$ cat src/rtl/gba_rom_loader.sv
// Packs the iosys ROM byte stream into 16-bit little-endian words and writes them over a req/ack port.
// Word enters the FIFO on the odd-byte strobe; a full FIFO drops the word and sets overflow.
module gba_rom_loader_fifo #(
  parameter int W     = 16,
  parameter int DEPTH = 4
) (
  input  logic                     clk,
  input  logic                     resetn,
  input  logic                     push,
  input  logic [W-1:0]             push_dat,
  input  logic                     pop,
  output logic [W-1:0]             head_dat,
  output logic [W-1:0]             next_dat,
  output logic [$clog2(DEPTH):0]   count
);
  localparam int PW = $clog2(DEPTH);

  logic [W-1:0]  mem [DEPTH];
  logic [PW-1:0] rd_ptr;
  logic [PW-1:0] wr_ptr;
  logic [PW-1:0] rd_nxt;

  assign rd_nxt   = rd_ptr + 1'b1;
  assign head_dat = mem[rd_ptr];
  assign next_dat = mem[rd_nxt];

  always_ff @(posedge clk) begin
    if (push) mem[wr_ptr] <= push_dat;
  end

  // Caller guarantees no push when full and no pop when empty.
  always_ff @(posedge clk or negedge resetn) begin
    if (!resetn) begin
      rd_ptr <= '0;
      wr_ptr <= '0;
      count  <= '0;
    end else begin
      if (push) wr_ptr <= wr_ptr + 1'b1;
      if (pop)  rd_ptr <= rd_nxt;
      count <= count + {{PW{1'b0}}, push} - {{PW{1'b0}}, pop};
    end
  end
endmodule

module gba_rom_loader #(
  parameter int ADDR_WIDTH = 25,
  parameter int FIFO_DEPTH = 4
) (
  input  logic                  clk,
  input  logic                  resetn,
  input  logic [1:0]            rom_loading,
  input  logic [7:0]            rom_do,
  input  logic                  rom_do_valid,
  output logic                  mem_req,
  output logic [ADDR_WIDTH-1:0] mem_addr,
  output logic [15:0]           mem_wdata,
  input  logic                  mem_ack,
  output logic                  busy,
  output logic                  done,
  output logic [ADDR_WIDTH:0]   rom_size,
  output logic [31:0]           game_code,
  output logic                  overflow
);
  localparam int CW = $clog2(FIFO_DEPTH) + 1;
  localparam int EW = ADDR_WIDTH + 16;
  localparam logic [ADDR_WIDTH:0] HDR_BASE = (ADDR_WIDTH+1)'(8'hAC);

  typedef enum logic [1:0] {IDLE, LOAD, DRAIN} state_t;

  state_t                state;
  logic [7:0]            low_byte;
  logic                  push_req;
  logic                  fifo_push;
  logic                  fifo_pop;
  logic                  fifo_full;
  logic [EW-1:0]         push_dat;
  logic [EW-1:0]         head_dat;
  logic [EW-1:0]         next_dat;
  logic [CW-1:0]         fifo_cnt;
  logic [ADDR_WIDTH-1:0] word_addr;
  logic [ADDR_WIDTH:0]   hdr_off;

  assign word_addr = {rom_size[ADDR_WIDTH-1:1], 1'b0};
  assign hdr_off   = rom_size - HDR_BASE;
  assign fifo_full = (fifo_cnt == CW'(FIFO_DEPTH));
  assign fifo_pop  = mem_req & mem_ack;
  assign fifo_push = push_req & ~fifo_full;

  // rom_size doubles as the byte counter; bit ADDR_WIDTH set means the ROM space is exhausted.
  always_comb begin
    push_req = 1'b0;
    push_dat = '0;
    if (state == LOAD) begin
      if (rom_loading == 2'd0) begin
        if (rom_size[0]) begin
          push_req = 1'b1;
          push_dat = {word_addr, 8'hFF, low_byte};
        end
      end else if (rom_do_valid && !rom_size[ADDR_WIDTH] && rom_size[0]) begin
        push_req = 1'b1;
        push_dat = {word_addr, rom_do, low_byte};
      end
    end
  end

  gba_rom_loader_fifo #(.W(EW), .DEPTH(FIFO_DEPTH)) u_fifo (
    .clk      (clk),
    .resetn   (resetn),
    .push     (fifo_push),
    .push_dat (push_dat),
    .pop      (fifo_pop),
    .head_dat (head_dat),
    .next_dat (next_dat),
    .count    (fifo_cnt)
  );

  always_ff @(posedge clk or negedge resetn) begin
    if (!resetn) begin
      state     <= IDLE;
      busy      <= 1'b0;
      done      <= 1'b0;
      rom_size  <= '0;
      game_code <= '0;
      overflow  <= 1'b0;
      low_byte  <= '0;
    end else begin
      done <= 1'b0;
      if (push_req && fifo_full) overflow <= 1'b1;
      case (state)
        IDLE: begin
          if (rom_loading != 2'd0) begin
            state     <= LOAD;
            busy      <= 1'b1;
            rom_size  <= '0;
            game_code <= '0;
            overflow  <= 1'b0;
            low_byte  <= '0;
          end
        end
        LOAD: begin
          if (rom_loading == 2'd0) begin
            state <= DRAIN;
          end else if (rom_do_valid) begin
            if (rom_size[ADDR_WIDTH]) begin
              overflow <= 1'b1;
            end else begin
              rom_size <= rom_size + (ADDR_WIDTH+1)'(1);
              if (!rom_size[0]) low_byte <= rom_do;
              if (hdr_off < (ADDR_WIDTH+1)'(4)) game_code[{hdr_off[1:0], 3'b000} +: 8] <= rom_do;
            end
          end
        end
        DRAIN: begin
          if (fifo_cnt == '0 && !mem_req) begin
            state <= IDLE;
            busy  <= 1'b0;
            done  <= 1'b1;
          end
        end
        default: state <= IDLE;
      endcase
    end
  end

  // A word pushed into an empty (or just-emptied) FIFO is forwarded straight to the port.
  always_ff @(posedge clk or negedge resetn) begin
    if (!resetn) begin
      mem_req   <= 1'b0;
      mem_addr  <= '0;
      mem_wdata <= '0;
    end else if (!mem_req) begin
      if (fifo_cnt != '0) begin
        mem_req               <= 1'b1;
        {mem_addr, mem_wdata} <= head_dat;
      end else if (fifo_push) begin
        mem_req               <= 1'b1;
        {mem_addr, mem_wdata} <= push_dat;
      end
    end else if (mem_ack) begin
      if (fifo_cnt > CW'(1)) begin
        {mem_addr, mem_wdata} <= next_dat;
      end else if (fifo_push) begin
        {mem_addr, mem_wdata} <= push_dat;
      end else begin
        mem_req <= 1'b0;
      end
    end
  end
endmodule

$ cat config.mk
export PLATFORM = sky130hd
export DESIGN_NAME = gba_rom_loader
export DESIGN_NICKNAME = d
export VERILOG_FILES = /design/src/rtl/gba_rom_loader.sv
export SDC_FILE = /design/constraint.sdc
export NUM_CORES = 1
export LEC_CHECK = 0
export ABC_CLOCK_PERIOD_IN_PS = 3100
export CORE_AREA = 2 2 153 155
export DETAILED_ROUTE_END_ITERATION = 7
export DIE_AREA = 0 0 155 157
export DONT_BUFFER_PORTS = 1
export PLACE_DENSITY = 0.76
export SLEW_MARGIN = 10
export SYNTH_ARGS = -nofsm -noshare
export SYNTH_HDL_FRONTEND = slang
export SYNTH_HIERARCHICAL = 1
export SYNTH_SLANG_ARGS = --single-unit
$ cat constraint.sdc
create_clock -name clk -period 3.1 [get_ports clk]
set_input_delay 0.465 -clock clk [delete_from_list [all_inputs] [get_ports clk]]
set_output_delay 0.465 -clock clk [all_outputs]
set_load 0.01 [all_outputs]
### Word-level counts from Yosys, hierarchy flattened

Memory sizes are Yosys's and may differ from the RTL's.
Cells that the tools add are included.
W data, S select, Z words.

| storage, ports and cells | value |
|---|---|
| bits in registers | 120 |
| memories | 1 |
| bits in writable memories | 164 |
| word-level logic and storage cells | 117 |
| input bits | 14 |

| cells by class | value |
|---|---|
| equality and inequality tests | 12 |
| shifts and indexed selects | 2 |
| reduce and logical (&&, ||, !) cells | 19 |
| bitwise gates (word level) | 3 |
| multiplexer cells | 57 |
| add/sub/neg operators | 7 |
| magnitude comparators | 2 |

Memories:

| name | words | bits a word | read ports | clocked after memory_dff | wr ports | RTL line | text |
|---|---|---|---|---|---|---|---|
| u_fifo.mem | 4 | 41 | 2 | 0 | 1 | 18 | `logic [W-1:0] mem [DEPTH];` |

Operators with widths:

| operator | count |
|---|---|
| $mux W41 | 4 |
| $mux W32 | 5 |
| $mux W25 | 5 |
| $mux W26 | 4 |
| $mux W16 | 5 |
| $pmux W32 S2 | 1 |
| $pmux W26 S2 | 1 |
| $mux W8 | 5 |
| $bwmux W32 | 1 |
| $shift A8 B7 Y32 const A | 1 |
| $shiftx A8 B7 Y32 | 1 |
| $add A26 B1 Y26 const B | 1 |
| $lt A26 B3 Y1 const B | 1 |
| $sub A26 B8 Y26 const B | 1 |
| $mux W1 | 19 |
| $pmux W8 S2 | 1 |
| $ne A2 B2 Y1 const B | 6 |
| $reduce_and A6 Y1 | 2 |
| $neg A5 Y7 | 1 |
| $mux W2 | 3 |
| $ne A2 B1 Y1 const B | 3 |
| $pmux W2 S3 | 1 |
| $reduce_and A3 Y1 | 2 |
| $reduce_bool A2 Y1 | 3 |
| 17 further kinds | 25 |

### Longest topological paths before layout

| logic depth | value |
|---|---|
| depth after elaboration | 12 |
| gate-level depth with buffers | 9 |
| depth with buffers taken out | 8 |

### Modules after synthesis

The synthesis kept the hierarchy.

Modules (own cells, without submodules):

| module | area an instance (sq um) | sequential area each (sq um) | cells an instance | instances |
|---|---|---|---|---|
| gba_rom_loader_fifo | 7,279.5 | 5,099.9 | 296 | 1 |
| gba_rom_loader | 5,726.7 | 2,827.7 | 610 | 1 |

### Worst setup path after synthesis

No wires, ideal clock.

| timing | value |
|---|---|
| path type | register to register |
| start point | reg rom_size[25] |
| end point | mem u_fifo/mem[0][0] in the netlist's numbering, enable pin |
| arrival | 2,750 ps |
| buffers on the path | 1 |
| stages on the path, launching flop included | 6 |
| path slack | -53 ps |
| clock period less this slack | 3,153 ps |
| cells stage by stage | dfrtp_1 > nand2b_1 > buf_2 > a21oi_1 > a21boi_0 > and2_1 |

| between the ends | value |
|---|---|
| word-level cells in the longest chain between the ends | 9 |

RTL lines:

| element | RTL line | text |
|---|---|---|
| start: declaration | 60 | `output logic [ADDR_WIDTH:0] rom_size,` |
| start signal: assignment | 147 | `rom_size <= rom_size + (ADDR_WIDTH+1)'(1);` |
| $logic_not A1 Y1 | 99 | `end else if (rom_do_valid && !rom_size[ADDR_WIDTH] && rom_size[0]) begin` |
| $logic_and A1 B1 Y1 (2 in a row) | 99 |  |
| $mux W1 | 99 |  |
| $mux W1 | 94 | `if (rom_loading == 2'd0) begin` |
| $mux W1 | 93 | `if (state == LOAD) begin` |
| $and A1 B1 Y1 | 87 | `assign fifo_push = push_req & ~fifo_full;` |
| net fifo_push | 73 | `logic fifo_push;` |
| $mux W1 | 28 | `if (push) mem[wr_ptr] <= push_dat;` |
| $mux W1 (not written as such) | 28 |  |
| end: declaration | 18 |  |

The timed path passes the listed nets, and every way through them passes these cells.

### Worst setup path after layout

| timing | value |
|---|---|
| start point | reg state[0] |
| end point | mem u_fifo/mem[0][23] in the netlist's numbering, enable pin |

| between the ends | value |
|---|---|
| word-level cells in the longest chain between the ends | 5 |

RTL lines:

| element | RTL line | text |
|---|---|---|
| start: declaration | 70 | `state_t state;` |
| start signal: assignment | 119 | `state <= IDLE;` |
| start signal: assignment | 132 | `state <= LOAD;` |
| start signal: assignment | 142 | `state <= DRAIN;` |
| $eq A2 B1 Y1 | 93 |  |
| $mux W1 | 93 |  |
| $and A1 B1 Y1 | 87 |  |
| net fifo_push | 73 |  |
| $mux W1 | 28 |  |
| $mux W1 (not written as such) | 28 |  |

The timed path passes the listed nets, and every way through them passes these cells.

==> results by group <==
Placement
  • Cell area after placement: between 10000 and 15000 um2
  • Half-perimeter wire length after placement: approximately 20000 um
  • Routability-driven placement congestion ratio: around 0.85
  • Number of I/O port buffers: 0
  • Pre-CTS WS: around 0.41 ns

Die
  • Floorplan core area: around 23000 um2
  • Height of the die: between 150 and 200 um
  • Die outline area: approximately 24000 um2
  • Initial Utilization: 57.80%
  • Boundary Pins: around 120
  • Standard-cell row count: 55
  • Die outline width: around 160 um

Power and ir drop
  • Internal: ~0.0083 W
  • Proportion of total power due to net switching: a little under a third
  • Power density over the cells: roughly 820 nW/um2
  • Design Power: 0.01195 W
  • Relative contribution of combinational cells to total power: between 20 and 25%
  • Clock network fraction of total power: about 33%
  • Power share of the sequential group: between 40% and 50%
  • Leakage dissipation: ~5.7 nW
  • IR Drop Worst-Case VDD: 0.6804 mV
  • Psw: between 0.003 and 0.004 W

Logic synthesis
  • Number of warnings printed during yosys synthesis: 6
  • Leading post-synthesis cells by cell area: sky130_fd_sc_hd__edfxtp_1 38%, sky130_fd_sc_hd__dfrtp_1 23%, sky130_fd_sc_hd__mux4_2 14%
  • Number of different library cells in the post-synthesis netlist: 57
  • Combined area of all synthesized cells: 13010 um2
  • Share of async-settable or async-resettable flops after synthesis: a little over two fifths
  • Top FF cell, synth: sky130_fd_sc_hd__edfxtp_1
  • Number of synthesized flops with an enable pin: 164
  • Count of state elements after synthesis: approximately 280
  • Post-synth top area share: around 38%
  • Dominant cell type by area after synthesis: sky130_fd_sc_hd__edfxtp_1
  • Post-Syn Area per Cell: between 10 and 15 um2
  • Synth Instances: 906
  • Sequential share of the synthesized area: between 60 and 70%

STA
  • Clock tree skew after final layout: approximately 0.011 ns
  • Final period demand of the worst path: approximately 2.7 ns
  • Final period utilization: just under 90%
  • Final setup viols: 0
  • Final slew viol count: 0
  • Slack of the critical path: 0.3576 ns
  • Worst Max-Slew Pin Slew: between 1 and 1.5 ns
  • Peak clock frequency supported by timing: 0.3646 GHz
  • Setup repair after global routing missed its margin: false
  • Relative slew margins: a little under an eighth
  • TNS Setup: 0 ns
  • Number of hold-slack violations in the final timing report: 0

Global routing
  • Grt total ovfl: 0
  • Most used routing layer in global routing: met2
  • Number of global-route vias before repair: ~8700
  • Global-route wire length before repair: ~50000 um
  • Global routing usage on met1: 34.71%
  • Met2 GRT Util: between 40% and 50%
  • GR met3 Demand/Resource: about 7%
  • Number of antenna violations at the first check in global routing: 0
  • Combined global-route utilization of all metal layers: a little over a quarter
  • Maximum number of pins on one net before global-route repair: 121

Hold path
  • Endpoint of the worst hold-timing path: game_code[4]
  • Critical hold path startpoint: rom_do[4]
  • Worst hold path depth: 2
  • Kind of path behind the tightest hold check: in2reg

CTS
  • Clock latency reported for the late side of the worst-skew pair: 0.55 ns
  • Deepest clock path buffer count: 3
  • Number of buffers added by the clock tree synthesis step: 30
  • Total clock sinks: about 280
  • TritonCTS clock tree: yes
  • Htree depth: 1
  • Post-CTS sizing: 0
  • Clock transition at the registers of the reported paths: ~0.070 ns
  • Root cell of the clock tree: sky130_fd_sc_hd__clkbuf_16
  • Post CTS Setup Buffer Count: 0

Routing
  • Via/cell ratio: between 6 and 7
  • Routed Wire Length: approximately 31000 um
  • WL per Instance: between 20 and 30 um
  • Number of vias after detailed routing: 8259
  • Remaining DRCs: 0
  • Number of antenna-violating nets in the routed design: 0
  • DR pass1 iterations: 7
  • Detailed Route Iter0 Violations: between 900 and 1000

Finish
  • Area taken by multi-input logic gates: ~4800 um2
  • Register area: 7933 um2
  • Proportion of layout cells with a drive suffix above 1: 21.08%
  • Core utilization of the finished layout: ~65%
  • Final #Nets: between 900 and 1000
  • Filler cell count: 1538
  • Antenna Cells: 0
  • Finished layout cell area: roughly 15000 um2
  • P&R area growth vs syn: 12.51%

Critical path
  • Chain of cells forming the critical path: nand3b_1, a21oi_2, a21boi_0, buf_4, and2_2, buf_12
  • Data arrival time of the critical path: approximately 3 ns
  • Highest fanout seen on the critical path: 18
  • Depth of the worst register-to-register path: 6
  • RR Startpoint: state[0]
  • Number of buffers and inverters on the critical path: 2
  • R2R Setup Slk: around 0.36 ns
  • Category of the most critical setup path: reg2reg
  • Slowest cell on the critical path: sky130_fd_sc_hd__dfrtp_1
  • Delay of the slowest cell on the worst path: ~0.55 ns
  • Worst EP required: ~3.4 ns
  • CP endpoint kind: flop
  • Startpoint class of the critical path: flop
  • Endpoint of the most critical register-to-register path: u_fifo/mem[0][23]
  • Family of cells with the greatest summed delay on the critical path: simple AND/OR/NAND/NOR gates

Job
  • # Max-Cap Violations: 0

Run status
  • Result of the run: complete, no violations
[cell families (layout without fill, tap and decap cells)]
logic type | after synthesis | in the layout | share of synthesized area (%)
AND/OR/NAND/NOR | 306 | 306 | 10.98
XOR/XNOR | 19 | 19 | 1.279
flip-flops | 284 | 284 | 60.95
AO/OA/AOI/OAI | 108 | 108 | 6.926
adder cells (fa/ha/maj) | 11 | 11 | 1.116
other | 1 | 4 | 0.02883
multiplexers | 107 | 107 | 16.14
buffers and inverters | 70 | 105 | 2.578
[layout by cell type (no fill, tap or decap), types with 6 or more instances in the layout]
master,count
sky130_fd_sc_hd__nor2_1,37
sky130_fd_sc_hd__o21ai_0,16
sky130_fd_sc_hd__xnor2_1,6
sky130_fd_sc_hd__xor2_1,13
sky130_fd_sc_hd__nand2_1,158
sky130_fd_sc_hd__buf_4,26
sky130_fd_sc_hd__a32o_1,8
sky130_fd_sc_hd__clkbuf_16,36
sky130_fd_sc_hd__and2_2,6
sky130_fd_sc_hd__nand3_1,13
sky130_fd_sc_hd__dfrtp_1,118
sky130_fd_sc_hd__nor3_1,8
sky130_fd_sc_hd__inv_1,13
sky130_fd_sc_hd__nand2b_1,6
sky130_fd_sc_hd__a222oi_1,41
sky130_fd_sc_hd__nand4_1,14
sky130_fd_sc_hd__buf_12,8
sky130_fd_sc_hd__ha_1,10
sky130_fd_sc_hd__clkinv_2,6
sky130_fd_sc_hd__a21oi_1,14
sky130_fd_sc_hd__mux4_2,82
sky130_fd_sc_hd__and2_1,34
sky130_fd_sc_hd__edfxtp_1,164
sky130_fd_sc_hd__mux2i_1,23
[Yosys cell counts, types with 2 or more instances]
| master | number |
|---|---|
| sky130_fd_sc_hd__a21oi_1 | 15 |
| sky130_fd_sc_hd__o211ai_1 | 2 |
| sky130_fd_sc_hd__o2111ai_1 | 2 |
| sky130_fd_sc_hd__a211oi_1 | 2 |
| sky130_fd_sc_hd__buf_6 | 7 |
| sky130_fd_sc_hd__mux2i_1 | 23 |
| sky130_fd_sc_hd__clkbuf_1 | 33 |
| sky130_fd_sc_hd__a2111oi_4 | 2 |
| sky130_fd_sc_hd__a222oi_1 | 41 |
| sky130_fd_sc_hd__nor4_1 | 5 |
| sky130_fd_sc_hd__a31oi_1 | 4 |
| sky130_fd_sc_hd__and3_1 | 3 |
| sky130_fd_sc_hd__a31o_2 | 2 |
| sky130_fd_sc_hd__nor2_1 | 38 |
| sky130_fd_sc_hd__ha_1 | 10 |
| sky130_fd_sc_hd__and3_2 | 2 |
| sky130_fd_sc_hd__nand3_1 | 13 |
| sky130_fd_sc_hd__nand4_1 | 14 |
| sky130_fd_sc_hd__edfxtp_1 | 164 |
| sky130_fd_sc_hd__nand2b_1 | 6 |
| sky130_fd_sc_hd__o22ai_1 | 4 |
| sky130_fd_sc_hd__nand2_1 | 158 |
| sky130_fd_sc_hd__nand3_2 | 3 |
| sky130_fd_sc_hd__nor2b_1 | 6 |
| sky130_fd_sc_hd__o21ai_0 | 16 |
| sky130_fd_sc_hd__dfrtp_1 | 120 |
| sky130_fd_sc_hd__nor3_1 | 8 |
| sky130_fd_sc_hd__and2_1 | 38 |
| sky130_fd_sc_hd__xnor2_1 | 6 |
| sky130_fd_sc_hd__mux4_2 | 82 |
| sky130_fd_sc_hd__and2_2 | 2 |
| sky130_fd_sc_hd__buf_2 | 16 |
| sky130_fd_sc_hd__a32o_1 | 8 |
| sky130_fd_sc_hd__mux2_2 | 2 |
| sky130_fd_sc_hd__xor2_1 | 13 |
| sky130_fd_sc_hd__and4_2 | 2 |
| sky130_fd_sc_hd__or2_2 | 2 |
| sky130_fd_sc_hd__inv_1 | 13 |
[registers in the layout, indices dropped and copies added, names as in the netlist, 2 cells and up]
| name | count |
|---|---|
| u_fifo/wr_ptr | 2 |
| game_code | 32 |
| state | 2 |
| mem_addr | 25 |
| low_byte | 8 |
| u_fifo/count | 3 |
| mem_wdata | 16 |
| u_fifo/rd_ptr | 2 |
| rom_size | 26 |
| u_fifo/mem | 164 |
[metrics by stage]
step / hold slack (ns) / instances
global placement: 0.1730 / 1171
floorplan: 0.1694 / 909
finish: 0.05058 / 1229
global route: 0.04054 / 1229
detailed placement: 0.1729 / 1171
CTS: -0.4042 / 1227
[how the worst max path moves through the flow]
stage                               from                end  slack (ns)  cells past startpoint
final                           state[0]  u_fifo/mem[0][23]        0.36                      6
after global routing            state[0]  u_fifo/mem[0][23]        0.20                      6
after CTS                       state[0]  u_fifo/mem[0][23]        0.39                      6
after detailed placement        state[0]  u_fifo/mem[0][19]        0.41                      6
after global placement    rom_loading[1]  u_fifo/mem[1][12]        0.51                      6
after floorplan             rom_size[25]   u_fifo/mem[0][0]        0.35                      5
[power groups by stage]
stage / registers [W] / clock network, W / logic (W)
2_1_floorplan: 0.00486 / 0 / 0.00248
3_3_place_gp: 0.00519 / 0 / 0.00280
3_5_place_dp: 0.00521 / 0 / 0.00287
4_1_cts: 0.00515 / 0.00392 / 0.00290
5_1_grt: 0.00521 / 0.00407 / 0.00323
6_report: 0.00513 / 0.00388 / 0.00294
[cell type report]
class / count / share of cell area [%]
Clock buffer: 39 / 6.370
Clock inverter: 17 / 1.197
Inverter: 13 / 0.3335
Multi-Input combinational cell: 555 / 32.77
Sequential cell: 284 / 54.21
Tap cell: 285 / 2.437
Timing Repair Buffer: 36 / 2.685
[routing by layer]
layer / vias to the layer above / part of all wire (%) / wire length [um]
li1: 3531 / - / -
met1: 4212 / 38 / 11900
met2: 446 / 49 / 15450
met3: 70 / 10 / 3248
met4: 0 / 2.5 / 799
met5: - / 0 / 0
(Power assumes the default switching activity.)
